--- src/rtl/adpll_pkg.sv ---
// Shared types and helpers for the ADPLL lock monitor.
// Combinational only; no latency, no backpressure.
package adpll_pkg;

  typedef enum logic [1:0] {
    UNLOCK = 2'd0,
    ACQ    = 2'd1,
    LOCKED = 2'd2,
    HOLD   = 2'd3
  } lock_state_e;

  localparam int SYNC_STAGES = 2;

  // Widest supported period counter is 16 bits; differences carry one extra bit.
  localparam int DIFF_W = 17;

  function automatic logic [DIFF_W-1:0] abs_diff(input logic [DIFF_W-1:0] a,
                                                 input logic [DIFF_W-1:0] b);
    return (a >= b) ? (a - b) : (b - a);
  endfunction

endpackage

--- src/rtl/adpll_lock_chan.sv ---
// One channel: input synchronisers, ref/fb period counters, period compare and lock FSM.
// Edge acted on 3 cycles after an input rise, FSM updates 1 cycle later; free-running, no backpressure.
module adpll_lock_chan
  import adpll_pkg::*;
#(
  parameter int CNT_W       = 12,
  parameter int TOL         = 2,
  parameter int LOCK_CNT    = 8,
  parameter int UNLOCK_MISS = 2
) (
  input  logic             clk,
  input  logic             rst,
  input  logic             ref_raw,
  input  logic             fb_raw,
  output logic             lock,
  output lock_state_e      state,
  output logic [CNT_W-1:0] ref_period,
  output logic [CNT_W-1:0] fb_period,
  output logic             drop
);

  localparam int MC_W = $clog2(LOCK_CNT + 1);
  localparam int XC_W = $clog2(UNLOCK_MISS + 1);
  localparam logic [CNT_W-1:0] CNT_SAT = '1;
  localparam logic [CNT_W-1:0] CNT_ONE = CNT_W'(1);

  // Index 0 is the reference path, index 1 the feedback path.
  logic [1:0]             raw;
  logic [SYNC_STAGES-1:0] sync_q [2];
  logic [1:0]             prev_q;
  logic [1:0]             pulse;
  logic [1:0]             timeout;
  logic [CNT_W-1:0]       cnt_q [2];
  logic [CNT_W-1:0]       per_q [2];
  logic [1:0]             seen_q;
  logic [1:0]             vld_q;
  logic                   strobe_q;
  logic                   match;
  logic [DIFF_W-1:0]      ref_ext;
  logic [DIFF_W-1:0]      fb_ext;

  lock_state_e state_q, state_d;
  logic [MC_W-1:0] mcnt_q, mcnt_d;
  logic [XC_W-1:0] xcnt_q, xcnt_d;

  assign raw = {fb_raw, ref_raw};

  always_comb begin
    pulse   = '0;
    timeout = '0;
    for (int i = 0; i < 2; i++) begin
      pulse[i]   = sync_q[i][SYNC_STAGES-1] & ~prev_q[i];
      timeout[i] = (cnt_q[i] == CNT_SAT);
    end
  end

  // The first edge after reset or timeout only arms the path; its period is partial.
  always_ff @(posedge clk) begin
    if (rst) begin
      for (int i = 0; i < 2; i++) begin
        sync_q[i] <= '0;
        cnt_q[i]  <= CNT_ONE;
        per_q[i]  <= '0;
      end
      prev_q   <= '0;
      seen_q   <= '0;
      vld_q    <= '0;
      strobe_q <= 1'b0;
    end else begin
      for (int i = 0; i < 2; i++) begin
        sync_q[i] <= {sync_q[i][SYNC_STAGES-2:0], raw[i]};
        prev_q[i] <= sync_q[i][SYNC_STAGES-1];
        if (pulse[i]) begin
          per_q[i]  <= cnt_q[i];
          cnt_q[i]  <= CNT_ONE;
          seen_q[i] <= 1'b1;
          if (seen_q[i]) vld_q[i] <= 1'b1;
        end else if (timeout[i]) begin
          seen_q[i] <= 1'b0;
          vld_q[i]  <= 1'b0;
        end else begin
          cnt_q[i] <= cnt_q[i] + CNT_ONE;
        end
      end
      strobe_q <= pulse[0];
    end
  end

  assign ref_ext = DIFF_W'(per_q[0]);
  assign fb_ext  = DIFF_W'(per_q[1]);
  assign match   = vld_q[0] & vld_q[1] & (abs_diff(ref_ext, fb_ext) <= DIFF_W'(TOL));

  always_ff @(posedge clk) begin
    if (rst) begin
      state_q <= UNLOCK;
      mcnt_q  <= '0;
      xcnt_q  <= '0;
    end else begin
      state_q <= state_d;
      mcnt_q  <= mcnt_d;
      xcnt_q  <= xcnt_d;
    end
  end

  always_comb begin
    state_d = state_q;
    mcnt_d  = mcnt_q;
    xcnt_d  = xcnt_q;
    if (|timeout) begin
      state_d = UNLOCK;
      mcnt_d  = '0;
      xcnt_d  = '0;
    end else if (strobe_q) begin
      case (state_q)
        UNLOCK: if (match) begin
          if (LOCK_CNT == 1) begin
            state_d = LOCKED;
          end else begin
            state_d = ACQ;
            mcnt_d  = MC_W'(1);
          end
        end
        ACQ: if (match) begin
          if (int'(mcnt_q) + 1 >= LOCK_CNT) begin
            state_d = LOCKED;
            mcnt_d  = '0;
          end else begin
            mcnt_d = mcnt_q + 1'b1;
          end
        end else begin
          state_d = UNLOCK;
          mcnt_d  = '0;
        end
        LOCKED: if (!match) begin
          if (UNLOCK_MISS == 1) begin
            state_d = UNLOCK;
          end else begin
            state_d = HOLD;
            xcnt_d  = XC_W'(1);
          end
        end
        HOLD: if (match) begin
          state_d = LOCKED;
          xcnt_d  = '0;
        end else if (int'(xcnt_q) + 1 >= UNLOCK_MISS) begin
          state_d = UNLOCK;
          xcnt_d  = '0;
        end else begin
          xcnt_d = xcnt_q + 1'b1;
        end
        default: state_d = UNLOCK;
      endcase
    end
  end

  assign lock       = (state_q == LOCKED) || (state_q == HOLD);
  assign drop       = lock & (state_d == UNLOCK);
  assign state      = state_q;
  assign ref_period = per_q[0];
  assign fb_period  = per_q[1];

endmodule

--- src/rtl/adpll_lock_monitor.sv ---
// N-channel ADPLL frequency-lock monitor with registered per-channel readback and optional sticky LOL (ADPLL_LOL_STICKY_EN).
// Readback lags sel_i by 1 cycle; inputs are free-running, no backpressure.
module adpll_lock_monitor
  import adpll_pkg::*;
#(
  parameter int N_CH        = 4,
  parameter int CNT_W       = 12,
  parameter int TOL         = 2,
  parameter int LOCK_CNT    = 8,
  parameter int UNLOCK_MISS = 2,
  localparam int SEL_W      = (N_CH > 1) ? $clog2(N_CH) : 1
) (
  input  logic             clk100_i,
  input  logic             rst_i,
  input  logic [N_CH-1:0]  ref_i,
  input  logic [N_CH-1:0]  fb_i,
  input  logic [SEL_W-1:0] sel_i,
  input  logic             lol_clr_i,
  output logic [N_CH-1:0]  lock_o,
  output logic [N_CH-1:0]  lol_o,
  output logic [CNT_W-1:0] sel_ref_period_o,
  output logic [CNT_W-1:0] sel_fb_period_o,
  output logic [1:0]       sel_state_o
);

  lock_state_e      chan_state [N_CH];
  logic [CNT_W-1:0] chan_ref   [N_CH];
  logic [CNT_W-1:0] chan_fb    [N_CH];
  logic [N_CH-1:0]  drop;

  for (genvar ch = 0; ch < N_CH; ch++) begin : g_chan
    adpll_lock_chan #(
      .CNT_W      (CNT_W),
      .TOL        (TOL),
      .LOCK_CNT   (LOCK_CNT),
      .UNLOCK_MISS(UNLOCK_MISS)
    ) u_chan (
      .clk       (clk100_i),
      .rst       (rst_i),
      .ref_raw   (ref_i[ch]),
      .fb_raw    (fb_i[ch]),
      .lock      (lock_o[ch]),
      .state     (chan_state[ch]),
      .ref_period(chan_ref[ch]),
      .fb_period (chan_fb[ch]),
      .drop      (drop[ch])
    );
  end

  always_ff @(posedge clk100_i) begin
    if (rst_i) begin
      sel_ref_period_o <= '0;
      sel_fb_period_o  <= '0;
      sel_state_o      <= '0;
    end else if (int'(sel_i) < N_CH) begin
      sel_ref_period_o <= chan_ref[sel_i];
      sel_fb_period_o  <= chan_fb[sel_i];
      sel_state_o      <= chan_state[sel_i];
    end else begin
      sel_ref_period_o <= '0;
      sel_fb_period_o  <= '0;
      sel_state_o      <= '0;
    end
  end

`ifdef ADPLL_LOL_STICKY_EN
  // A new loss of lock outranks a concurrent clear so no event is lost.
  always_ff @(posedge clk100_i) begin
    if (rst_i) lol_o <= '0;
    else       lol_o <= (lol_o & ~{N_CH{lol_clr_i}}) | drop;
  end
`else
  logic unused_lol;
  assign unused_lol = ^{lol_clr_i, drop};
  assign lol_o      = '0;
`endif

endmodule

--- config.mk ---
export PLATFORM = sky130hd
export DESIGN_NAME = adpll_lock_monitor
export DESIGN_NICKNAME = d
export VERILOG_FILES = /design/src/rtl/adpll_pkg.sv /design/src/rtl/adpll_lock_chan.sv /design/src/rtl/adpll_lock_monitor.sv
export SDC_FILE = /design/constraint.sdc
export NUM_CORES = 1
export LEC_CHECK = 0
export ABC_CLOCK_PERIOD_IN_PS = 4200
export BUFFER_PORTS_ARGS = -buffer_cell sky130_fd_sc_hd__buf_2
export CAP_MARGIN = 20
export CORE_UTILIZATION = 47
export DETAILED_ROUTE_END_ITERATION = 10
export SYNTH_ARGS = -nofsm -noshare
export SYNTH_HDL_FRONTEND = slang
export SYNTH_HIERARCHICAL = 1
export SYNTH_SLANG_ARGS = --single-unit
--- constraint.sdc ---
create_clock -name clk100_i -period 4.2 [get_ports clk100_i]
set_input_delay 0.63 -clock clk100_i [delete_from_list [all_inputs] [get_ports clk100_i]]
set_output_delay 0.63 -clock clk100_i [all_outputs]
set_load 0.01 [all_outputs]
* Word-level counts from Yosys, hierarchy flattened
Memory sizes are Yosys's and may differ from the RTL's. Cells that the tools add are included.
Cells by class: bitwise operators 57, magnitude comparators 17, add/sub/neg operators 32, reduce and logical (&&, ||, !) cells 48, muxes and demuxes 196, equal/unequal tests 44
Operators with widths (number):
- 12-bit two-way mux | 28
- 32-bit by 3-bit >= comparator with 1-bit output (second input constant) | 4
- 32-bit by 5-bit >= comparator with 1-bit output (second input constant) | 4
- 12-bit by 12-bit subtractor with 13-bit output | 8
- 12-bit by 1-bit adder with 12-bit output (second input constant) | 8
- 12-bit equality test (second input constant) | 8
- 2-bit two-way mux | 46
- 1-bit two-way mux | 91
- 17-bit by 2-bit less-or-equal comparator with 1-bit output (second input constant) | 4
- 17-bit two-way mux | 4
- 12-bit binary-select mux with 2-bit select | 2
- 12-bit >= comparator | 4
- 4-bit two-way mux | 12
- 1-bit bitwise OR | 32
- 2-bit one-hot mux with 4 select lines | 4
- 4-bit one-hot mux with 2 select lines | 4
- 2-bit nonzero test | 16
- 2-bit inequality test (second input constant) | 12
- 3-bit AND reduction | 8
- 4-bit by 1-bit adder with 5-bit output (second input constant) | 4
- 5-bit AND reduction | 4
- 4-bit by 1-bit adder with 4-bit output (second input constant) | 4
- 1-bit bitwise AND | 16
- 2-bit equality test (second input constant) | 8
- 15 further kinds | 59
Word-level totals: register bits 86, word-level logic and storage cells 445, memories 12, output and inout bits 34, bits in writable memories 208, input bits 13
Memory list:
- g_chan[0].u_chan.cnt_q | words 2, width 12, read ports 2, clocked after Yosys merged registers in 0, write ports 2, RTL line adpll_lock_chan.sv:33 | logic [CNT_W-1:0] cnt_q [2];
- g_chan[0].u_chan.per_q | words 2, width 12, read ports 2, clocked after Yosys merged registers in 0, write ports 2, RTL line adpll_lock_chan.sv:34 | logic [CNT_W-1:0] per_q [2];
- g_chan[1].u_chan.cnt_q | words 2, width 12, read ports 2, clocked after Yosys merged registers in 0, write ports 2, RTL line adpll_lock_chan.sv:33
- g_chan[1].u_chan.per_q | words 2, width 12, read ports 2, clocked after Yosys merged registers in 0, write ports 2, RTL line adpll_lock_chan.sv:34
- g_chan[2].u_chan.cnt_q | words 2, width 12, read ports 2, clocked after Yosys merged registers in 0, write ports 2, RTL line adpll_lock_chan.sv:33
- g_chan[2].u_chan.per_q | words 2, width 12, read ports 2, clocked after Yosys merged registers in 0, write ports 2, RTL line adpll_lock_chan.sv:34
- +6 memories

* Depth between registers and ports, before layout
Gate-level depths: netlist of the first run.
depth after elaboration 7, mapped depth 15, gate-level depth less buffers 14

* Modules after synthesis
Netlist of the first run, hierarchy kept.
By module, submodules not included:
- adpll_lock_chan at g_chan[3].u_chan | cells an instance 465, area an instance 4458.0 sq um, sequential area each 1821.7 sq um, times used 1
- adpll_lock_chan at g_chan[1].u_chan | cells an instance 456, area an instance 4359.2 sq um, sequential area each 1821.7 sq um, times used 1
- adpll_lock_chan at g_chan[2].u_chan | cells an instance 442, area an instance 4267.8 sq um, sequential area each 1821.7 sq um, times used 1
- adpll_lock_chan at g_chan[0].u_chan | cells an instance 449, area an instance 4232.8 sq um, sequential area each 1821.7 sq um, times used 1
- adpll_lock_monitor | cells an instance 123, area an instance 1358.8 sq um, sequential area each 520.5 sq um, times used 1

* Worst setup path after synthesis of the first run
Ideal clock, no wire load.
path kind flip-flop to flip-flop, from memory g_chan[1].u_chan.per_q[0][0], to register g_chan[1].u_chan.mcnt_q[2], slack 0.976 ns, stages on the path, launching flop included 14, library setup time 0.117 ns, arrival time 3.106 ns, path buffers 0, data required time 4.083 ns, period minus slack after synthesis 3.224 ns, cell sequence edfxtp_1 inv_1 ha_1 inv_1 fa_1 a21o_1 a221o_2 a221oi_4 o221ai_1 nand3_1 o211ai_2 a2111oi_4 a21oi_1 a32o_1
RTL lines:
- start, declared | RTL line adpll_lock_chan.sv:34
- end signal, assigned | RTL line adpll_lock_chan.sv:100 | mcnt_q <= mcnt_d;
- end, declared | RTL line adpll_lock_chan.sv:43 | logic [MC_W-1:0] mcnt_q, mcnt_d;

==> results.py, run 1 <==
metrics = {
    "global_route": {
        "antenna_found_initial": 0,
        "grt_max_degree": 33,
        "grt_first_pass_wirelength_mm": 70.1,
        "overflow": 0,
        "track_usage": 0.219,
        "grt_pass1_vias": 12900,
    },
    "timing": {
        "slew_violations": 0,
        "rsz0062_at_grt": "false",
        "timing.final.crit_share": 0.888,
        "slew_headroom": 0.305,
        "fmax_mhz": 268,
        "setup_viol": 0,
        "finalHoldViolCount": 0,
        "skew_ns": 0.0281,
        "tightest_slew_ns": 1.04,
        "tns_ns": 0,
        "period_needed_ns": 3.73,
    },
    "cts": {
        "cts.sinks": 294,
        "cts_hold_buf": 0,
        "cts.path.max_buffers": 3,
        "cts_buffers": 35,
        "clk_pin_slew_ns": 0.06,
        "cts-resized-gates": 0,
        "cts_setup_buffers": 0,
        "cts_root_buf": "clkbuf_16",
        "htree_levels": 2,
        "cts_tree": "yes",
        "clock_latency_ns": 0.56,
    },
    "power": {
        "power_density_nw_per_um2": 367,
        "max-vdd-ir-drop_uv": 296,
        "power_w": 0.00741,
        "leakage_nw": 8.33,
    },
    "synth": {
        "syn_avg_cell_area_sq_um": 9.67,
        "synthesis.area_sq_um": 18600,
        "syn-instance-count": 1926,
        "yosys_warnings": 6,
    },
    "worst_setup_path": {
        "path_max_fanout": 10,
        "startpoint_type": "register",
        "crit_type": "register to register",
        "slowest_delay_ns": 0.73,
        "cp_data_arrival_time_ns": 4.17,
        "critPathSlowestCell": "a2111oi_4",
        "worstPathRequired_ns": 4.64,
        "worstPathCellList": "ha_1 > nand2_1 > nor4_1 > o21ai_1 > o311ai_4 > mux2i_1 > o22ai_1 > a2111oi_4 > o31ai_1 > a32o_1",
        "setup.worst_path.end_class": "register",
    },
    "finish": {
        "fillers": 3488,
        "utilization": 0.519,
        "area_growth_pct": 8.32,
        "antenna_cells": 0,
        "nets": 2066,
        "drive_above_1_share": 0.0859,
    },
    "drt": {
        "drt-pass1-iter-count": 5,
        "drtIter0Drc": 955,
        "routed_wl_mm": 44.2,
        "drcViolationCount": 0,
        "wl_per_cell_um": 17.9,
        "ant_nets": 0,
        "detail_route.vias_per_cell": 5.52,
        "via_count": 13700,
    },
    "floorplan": {
        "num_rows": 72,
        "io_pins": 47,
        "dieArea_sq_um": 40400,
        "core_area_sq_um": 38800,
        "die_h_um": 201,
        "initial_core_util": 0.480,
        "die_w_um": 201,
    },
    "run_status": {
        "status": "finished clean",
    },
    "hold_path": {
        "min_path_type": "input pin to register",
    },
    "place": {
        "hpwl_mm": 33.8,
        "place_congestion": 0.881,
        "portBuffers": 41,
    },
    "run": {
        "cap_violations": 0,
    },
}
power breakdown:
part | internal (W) | switching (W)
logic | 0.000428 | 0.000654
clock network | 0.00178 | 0.00123
registers | 0.00319 | 0.000125
total | 0.00540 | 0.00201
registers in the layout, indices dropped and copies added (netlist names):
name	cells
g_chan.u_chan/sync_q	16
sel_state_o	2
g_chan.u_chan/state	8
g_chan.u_chan/prev_q	8
sel_fb_period_o	12
g_chan.u_chan/xcnt_q	8
g_chan.u_chan/mcnt_q	16
g_chan.u_chan/strobe_q	4
g_chan.u_chan/cnt_q	96
g_chan.u_chan/per_q	96
g_chan.u_chan/vld_q	8
g_chan.u_chan/seen_q	8
sel_ref_period_o	12
through the flow:
step | setup slack, ns | cells | area (sq um) | hold slack (ns)
6_report | 0.470 | 2474 | 20200 | 0.294
5_1_grt | 0.281 | 2474 | 20200 | 0.297
4_1_cts | 0.461 | 2474 | 20200 | 0.273
3_5_place_dp | 0.498 | 2410 | 19000 | 0.429
3_3_place_gp | 0.536 | 2410 | 19000 | 0.416
2_1_floorplan | 1.01 | 1929 | 18600 | 0.414
per-layer routing:
layer,vias up,wire length (um),GRT usage
met4,0,1540,0.0905
met3,75,2000,0.0265
met2,320,20500,0.354
li1,6759,-,-
met1,6510,20200,0.297
met5,-,0,0
area by class of cell:
class                           instances  area, sq um  share of cell area
Clock buffer                           46          980              0.0486
Clock inverter                         18          169             0.00837
Inverter                              152          571              0.0283
Multi-Input combinational cell       1393         9690               0.480
Sequential cell                       294         7810               0.387
Tap cell                              518          648              0.0321
Timing Repair Buffer                   53          308              0.0153
layout by cell type, fill, tap and decap left out, drive strengths merged, types with 18 or more instances in the layout:
master  count
ha        116
mux2i      70
a21oi     100
xor2       79
o22ai      36
nor2b      43
o21ai      74
and3       49
a31oi      18
inv       153
dfxtp     102
nand2     122
a21o       32
nor2      177
and2      109
xnor2      41
clkbuf     46
nor3       25
edfxtp    192
nand3      72
buf        53
a211oi     19
nand2b     26
path summary, 6_finish.rpt:
| check | start | endpoint | slack [ns] | cells past startpoint |
|---|---|---|---|---|
| worst min-delay path | ref_i[2] | g_chan[2].u_chan/sync_q[0][0]$_SDFF_PP0_ | 0.29 | 2 |
| worst max register to register | g_chan[2].u_chan/per_q[0][16]$_SDFFCE_PN0P_ | g_chan[2].u_chan/mcnt_q[1]$_SDFFE_PP0P_ | 0.47 | 10 |
| worst max-delay path | g_chan[2].u_chan/per_q[0][16]$_SDFFCE_PN0P_ | g_chan[2].u_chan/mcnt_q[1]$_SDFFE_PP0P_ | 0.47 | 10 |
| worst min register to register | g_chan[1].u_chan/sync_q[0][0]$_SDFF_PP0_ | g_chan[1].u_chan/sync_q[0][1]$_SDFF_PP0_ | 0.44 | 1 |
critical path, delay by kind of cell (launching register included):
kind	cells	cell delay, ns
compound gates	6	1.62
simple gates	2	0.71
fa+ha+maj	1	0.55
flops	1	0.48
mux	1	0.24
Note: power is estimated with default switching activity, not from simulation.
==> inputs of run 2 (changes only) <==
--- a/config.mk
+++ b/config.mk
@@ -5,11 +5,12 @@
 export SDC_FILE = /design/constraint.sdc
 export NUM_CORES = 1
 export LEC_CHECK = 0
-export ABC_CLOCK_PERIOD_IN_PS = 4200
+export ABC_CLOCK_PERIOD_IN_PS = 3400
 export BUFFER_PORTS_ARGS = -buffer_cell sky130_fd_sc_hd__buf_2
 export CAP_MARGIN = 20
 export CORE_UTILIZATION = 47
 export DETAILED_ROUTE_END_ITERATION = 10
+export PLACE_DENSITY = 0.65
 export SYNTH_ARGS = -nofsm -noshare
 export SYNTH_HDL_FRONTEND = slang
 export SYNTH_HIERARCHICAL = 1
==> constraint.sdc (replaced) <==
create_clock -name clk100_i -period 3.4 [get_ports clk100_i]
set_input_delay 0.51 -clock clk100_i [delete_from_list [all_inputs] [get_ports clk100_i]]
set_output_delay 0.51 -clock clk100_i [all_outputs]
set_load 0.01 [all_outputs]
==> run 2 against run 1 <==
Against the previous run:
- combinational power increased by 45%
- non-clock buffer count increased by 106
- cell count increased by 4.2%
- sequential share of layout area decreased by 1.8 points
- via count increased by 4.1%
- critical endpoint is now g_chan[1].u_chan/state[0]$_SDFF_PP0_
- global-route usage increased by 0.69 points
- critical path depth increased by 4
- core utilization increased by 2.5 points
- critical path type unchanged
- final area increased by 4.8%
- hold slack got worse by 0.11 ns
- clock power increased by 16%
- count of clock-buffer cells in the layout increased by 2
==> results.py, run 2 (synthesized netlist as in run 1, its figures left out) <==
metrics = {
    "drt": {
        "drtIter0Drc": 1021,
        "routed_wl_mm": 45.9,
        "wl_per_cell_um": 17.8,
        "detail_route.vias_per_cell": 5.52,
        "ant_nets": 0,
        "via_count": 14200,
        "drt-pass1-iter-count": 5,
        "drcViolationCount": 0,
    },
    "power": {
        "max-vdd-ir-drop_uv": 415,
        "leakage_nw": 8.83,
        "power_w": 0.00915,
        "power_density_nw_per_um2": 433,
    },
    "worst_setup_path": {
        "rr_startpoint": "g_chan[1].u_chan/per_q[0][12]$_SDFFCE_PN0P_",
        "worstPathCellList": "inv_1 > ha_2 > inv_2 > fa_2 > a21o_1 > a221o_2 > a221oi_4 > nor2_1 > a31o_4 > nand4b_1 > a2111oi_4 > buf_6 > or3_2 > a211oi_2",
        "path_delay_family": "compound AO/OA/AOI/OAI gates",
        "setup.worst_path.end_class": "register",
        "crit_type": "register to register",
        "slowest_delay_ns": 0.47,
        "crit_start": "g_chan[1].u_chan/per_q[0][12]$_SDFFCE_PN0P_",
        "critPathSlowestCell": "or3_2",
        "startpoint_type": "register",
        "path_buf_inv": 3,
        "path_max_fanout": 7,
        "cp_data_arrival_time_ns": 3.84,
        "worstPathRequired_ns": 3.86,
    },
    "floorplan": {
        "num_rows": 72,
        "io_pins": 47,
        "die_w_um": 201,
        "core_area_sq_um": 38800,
        "die_h_um": 201,
        "initial_core_util": 0.480,
        "dieArea_sq_um": 40400,
    },
    "cts": {
        "cts.path.max_buffers": 3,
        "cts_hold_buf": 0,
        "cts_root_buf": "clkbuf_16",
        "cts_buffers": 35,
        "clock_latency_ns": 0.54,
        "cts_tree": "yes",
        "clk_pin_slew_ns": 0.06,
        "htree_levels": 2,
        "cts.sinks": 294,
    },
    "global_route": {
        "track_usage": 0.226,
        "grt_max_degree": 27,
        "overflow": 0,
        "antenna_found_initial": 0,
        "grt_first_pass_wirelength_mm": 72.6,
        "grt_pass1_vias": 13600,
    },
    "timing": {
        "tightest_slew_ns": 0.956,
        "skew_ns": 0.0138,
        "tns_ns": 0,
        "slew_violations": 0,
        "slew_headroom": 0.360,
        "period_needed_ns": 3.38,
        "setup_viol": 0,
        "timing.final.crit_share": 0.994,
        "rsz0062_at_grt": "true",
        "finalHoldViolCount": 0,
        "hold_slack_ns": 0.181,
        "fmax_mhz": 296,
    },
    "finish": {
        "layout_common_cells": "edfxtp_1 (192), nor2_1 (175), inv_1 (150)",
        "area_growth_pct": 13.5,
        "nets": 2172,
        "layout_commonest_cell": "edfxtp_1",
        "biggestRegsByFlops": "g_chan.u_chan/cnt_q x96, g_chan.u_chan/per_q x96",
        "drive_above_1_share": 0.157,
        "utilization": 0.544,
    },
    "run": {
        "cap_violations": 0,
    },
    "hold_path": {
        "min_path_type": "input pin to register",
        "hp-start": "fb_i[3]",
    },
    "run_status": {
        "status": "finished clean",
    },
    "place": {
        "hpwl_mm": 34.8,
        "place_congestion": 0.926,
        "portBuffers": 41,
    },
}
run 2: cell count changes in the layout (fill, tap and decap cells not counted), sizes merged:
cell | before | now
buf | 53 | 159
bufinv | 2 | 0
clkbuf | 46 | 48
clkinv | 12 | 10
clkinvlp | 3 | 2
diode | 0 | 1
run 2: path summary, 6_finish.rpt:
check | slack, ns | depth (start not counted) | to
worst min-delay path | 0.18 | 2 | g_chan[3].u_chan/sync_q[0][2]$_SDFF_PP0_
worst max-delay path | 0.02 | 14 | g_chan[1].u_chan/state[0]$_SDFF_PP0_
worst max register to register | 0.02 | 14 | g_chan[1].u_chan/state[0]$_SDFF_PP0_
worst min register to register | 0.43 | 1 | g_chan[1].u_chan/sync_q[0][1]$_SDFF_PP0_
run 2: final cells by class:
type,instances,area (sq um)
fillers,3440,17700
inverters,152,571
repair buffers,159,1110
flip-flops and latches,294,7810
multi-input cells,1393,9930
diodes,1,2.50
well taps,518,648
clock buffers,48,985
clock inverters,13,78.8
run 2: where the power goes:
part	leakage, nW	switching, W	internal, W
Sequential	2.99	0.000142	0.00394
Combinational	5.32	0.000894	0.000674
Clock	0.523	0.00148	0.00203
Total	8.83	0.00251	0.00664
run 2: through the flow:
stage	area (sq um)	setup WS, ns	instances
after detailed placement	19700	-0.0806	2499
after global placement	19700	-0.0234	2499
after global routing	21100	-0.120	2577
after CTS	20800	-0.0226	2560
final	21100	0.0213	2578
after floorplan	18600	0.205	1929
run 2: worst reg2reg max path, stage by stage (launching register included):
cell	delay, ns
edfxtp_1	0.38
inv_1	0.07
ha_2	0.17
inv_2	0.04
fa_2	0.34
a21o_1	0.18
a221o_2	0.38
a221oi_4	0.31
nor2_1	0.10
a31o_4	0.21
nand4b_1	0.18
a2111oi_4	0.11
buf_6	0.16
or3_2	0.47
a211oi_2	0.20
run 2: layer usage:
layer / wire length [um] / up-vias / track usage / share of wire
li1: - / 6969 / - / -
met1: 21100 / 6839 / 0.303 / 0.46
met2: 21200 / 339 / 0.365 / 0.46
met3: 2200 / 72 / 0.0394 / 0.048
met4: 1430 / 0 / 0.0796 / 0.031
met5: 0 / - / 0 / 0
run 2: what timing repair did:
action	4_1_cts	5_1_grt
setup buffers	0	16
endpoints found under the setup margin	4	27
pin swaps	2	26
gates resized for setup	2	63
cloned	0	1
==> inputs of run 3 (changes only) <==
--- a/config.mk
+++ b/config.mk
@@ -5,12 +5,12 @@
 export SDC_FILE = /design/constraint.sdc
 export NUM_CORES = 1
 export LEC_CHECK = 0
-export ABC_CLOCK_PERIOD_IN_PS = 3400
+export ABC_CLOCK_PERIOD_IN_PS = 3200
 export BUFFER_PORTS_ARGS = -buffer_cell sky130_fd_sc_hd__buf_2
 export CAP_MARGIN = 20
 export CORE_UTILIZATION = 47
 export DETAILED_ROUTE_END_ITERATION = 10
-export PLACE_DENSITY = 0.65
+export REMOVE_ABC_BUFFERS = 1
 export SYNTH_ARGS = -nofsm -noshare
 export SYNTH_HDL_FRONTEND = slang
 export SYNTH_HIERARCHICAL = 1
==> constraint.sdc (replaced) <==
create_clock -name clk100_i -period 3.2 [get_ports clk100_i]
set_input_delay 0.48 -clock clk100_i [delete_from_list [all_inputs] [get_ports clk100_i]]
set_output_delay 0.48 -clock clk100_i [all_outputs]
set_load 0.01 [all_outputs]
==> run 3 against run 2 <==
Against the previous run:
- the run now ends with negative setup slack left
- hold slack lost 0.044 ns
- cell count grew 5.3%
- first-iteration DRC count shrank 4.5%
- highest routed layer unchanged
- final area grew 7.1%
- non-clock buffer count grew 134
- maximum frequency grew 2.3%
- sequential power grew 5.6%
- sequential share of layout area shrank 2.4 points
- core utilization grew 3.8 points
- count of clock-buffer cells in the layout shrank 3
- largest power group unchanged
- die area is the same
- register-to-register slack lost 0.12 ns
- largest cell class unchanged
==> results.py, run 3 (synthesized netlist as in run 1, its figures left out) <==
metrics = {
    "timing": {
        "hold_slack_ns": 0.137,
        "slew_violations": 0,
        "rsz0062_at_grt": "true",
        "skew_ns": 0.0322,
        "period_needed_ns": 3.30,
        "timing.final.crit_share": 1.03,
        "slew_headroom": 0.420,
        "finalHoldViolCount": 0,
        "setup_slack_ns": -0.101,
        "setup_viol": 7,
        "fmax_mhz": 303,
        "tightest_slew_ns": 0.870,
    },
    "cts": {
        "cts_tree": "yes",
        "clk_pin_slew_ns": 0.06,
        "cts_root_buf": "clkbuf_16",
        "htree_levels": 2,
        "clock_latency_ns": 0.56,
        "cts_buffers": 36,
        "cts.sinks": 294,
        "cts.path.max_buffers": 3,
        "cts_hold_buf": 0,
    },
    "drt": {
        "routed_wl_mm": 47.8,
        "via_count": 14700,
        "drcViolationCount": 0,
        "drt-pass1-iter-count": 6,
        "drtIter0Drc": 975,
        "ant_nets": 0,
        "detail_route.vias_per_cell": 5.42,
        "wl_per_cell_um": 17.6,
    },
    "hold_path": {
        "min_path_type": "input pin to register",
    },
    "floorplan": {
        "initial_core_util": 0.480,
        "dieArea_sq_um": 40400,
        "io_pins": 47,
        "num_rows": 72,
        "die_w_um": 201,
        "die_h_um": 201,
        "core_area_sq_um": 38800,
    },
    "global_route": {
        "track_usage": 0.233,
        "grt_max_degree": 36,
        "overflow": 0,
        "antenna_found_initial": 0,
        "grt_first_pass_wirelength_mm": 74.7,
        "grt_pass1_vias": 14100,
    },
    "run": {
        "cap_violations": 0,
    },
    "worst_setup_path": {
        "critPathSlowestCell": "a221o_2",
        "worstPathCellList": "buf_4 > ha_2 > inv_1 > fa_2 > a21o_1 > a221o_2 > a221oi_4 > o2111ai_2 > nand3_1 > o211ai_2 > a2111oi_4 > buf_4 > nand2_2 > a221oi_2",
        "path_buf_inv": 3,
        "path_delay_family": "compound AO/OA/AOI/OAI gates",
        "crit_type": "register to register",
        "path_max_fanout": 4,
        "slowest_delay_ns": 0.38,
        "worstPathRequired_ns": 3.67,
        "path_common_cell": "buf_4",
        "cp_data_arrival_time_ns": 3.77,
        "setup.worst_path.end_class": "register",
        "startpoint_type": "register",
        "r2r_slack_ns": -0.10,
    },
    "place": {
        "portBuffers": 41,
        "placed_cells": 2598,
        "place_congestion": 0.891,
        "place_area_sq_um": 20400,
        "hpwl_mm": 36.0,
    },
    "run_status": {
        "violations": "negative setup slack",
        "status": "finished with violations",
    },
    "finish": {
        "drive_above_1_share": 0.229,
        "area_growth_pct": 21.5,
        "nets": 2307,
        "antenna_cells": 0,
        "layout_common_cells": "buf_4 (240), edfxtp_1 (192), nor2_1 (176)",
        "biggestRegsByFlops": "g_chan.u_chan/cnt_q x96, g_chan.u_chan/per_q x96",
        "fillers": 3419,
        "layout_commonest_cell": "buf_4",
        "final_area_sq_um": 22600,
        "layout.cells.non_filler": 2715,
    },
    "power": {
        "power_density_nw_per_um2": 459,
        "power_w": 0.0104,
        "leakage_nw": 9.60,
        "max-vdd-ir-drop_uv": 332,
    },
}
## run 3: changes by cell type in the layout (fill, tap and decap cells not counted), moves of 6 or more
cell,change
buf_4,+126
ha_1,-11
ha_4,+11
buf_6,+8
a21oi_1,-6
a21oi_2,+6
inv_1,-6
inv_2,+6
## run 3: per-layer routing
metal  global-route usage  vias to the layer above  routed length [um]
met5                    0                        -                   0
met2                0.370                      307               21600
met4               0.0611                        0                1050
li1                     -                     7247                   -
met3               0.0381                       67                2430
met1                0.329                     7085               22700
## run 3: final timing paths
kind / from / end / cells after the start
worst min register to register: g_chan[1].u_chan/sync_q[0][2]$_SDFF_PP0_ / g_chan[1].u_chan/sync_q[0][3]$_SDFF_PP0_ / 1
worst max register to register: g_chan[1].u_chan/per_q[0][0]$_SDFFCE_PN0P_ / g_chan[1].u_chan/mcnt_q[0]$_SDFFE_PP0P_ / 14
worst max-delay path: g_chan[1].u_chan/per_q[0][0]$_SDFFCE_PN0P_ / g_chan[1].u_chan/mcnt_q[0]$_SDFFE_PP0P_ / 14
worst min-delay path: ref_i[2] / g_chan[2].u_chan/sync_q[0][0]$_SDFF_PP0_ / 2
## run 3: final cells by class
class	instances	area, sq um	area share
clock buffers	45	996	0.0440
clock inverters	20	219	0.00968
inverters	152	571	0.0252
multi-input cells	1393	10200	0.452
flip-flops and latches	294	7810	0.345
well taps	518	648	0.0287
repair buffers	293	2160	0.0955
## run 3: per-stage QoR
stage | setup slack, ns | utilization | setup TNS [ns]
detailed placement | -0.273 | 0.527 | -2.06
global route | -0.236 | 0.583 | -2.46
global placement | -0.229 | 0.526 | -1.39
finish | -0.101 | 0.583 | -0.500
floorplan | 0.00514 | - | 0
CTS | -0.0719 | 0.567 | -0.241
## run 3: power by group
part / switching (W) / internal (W) / total (W)
combinational: 0.00103 / 0.000889 / 0.00192
clock: 0.00162 / 0.00254 / 0.00416
sequential: 0.000134 / 0.00418 / 0.00431
total: 0.00278 / 0.00761 / 0.0104
## run 3: timing repair
item	4_1_cts	5_1_grt
buffers inserted	21	30
pin swaps	30	56
setup endpoints to repair	25	30
resized for setup	44	83
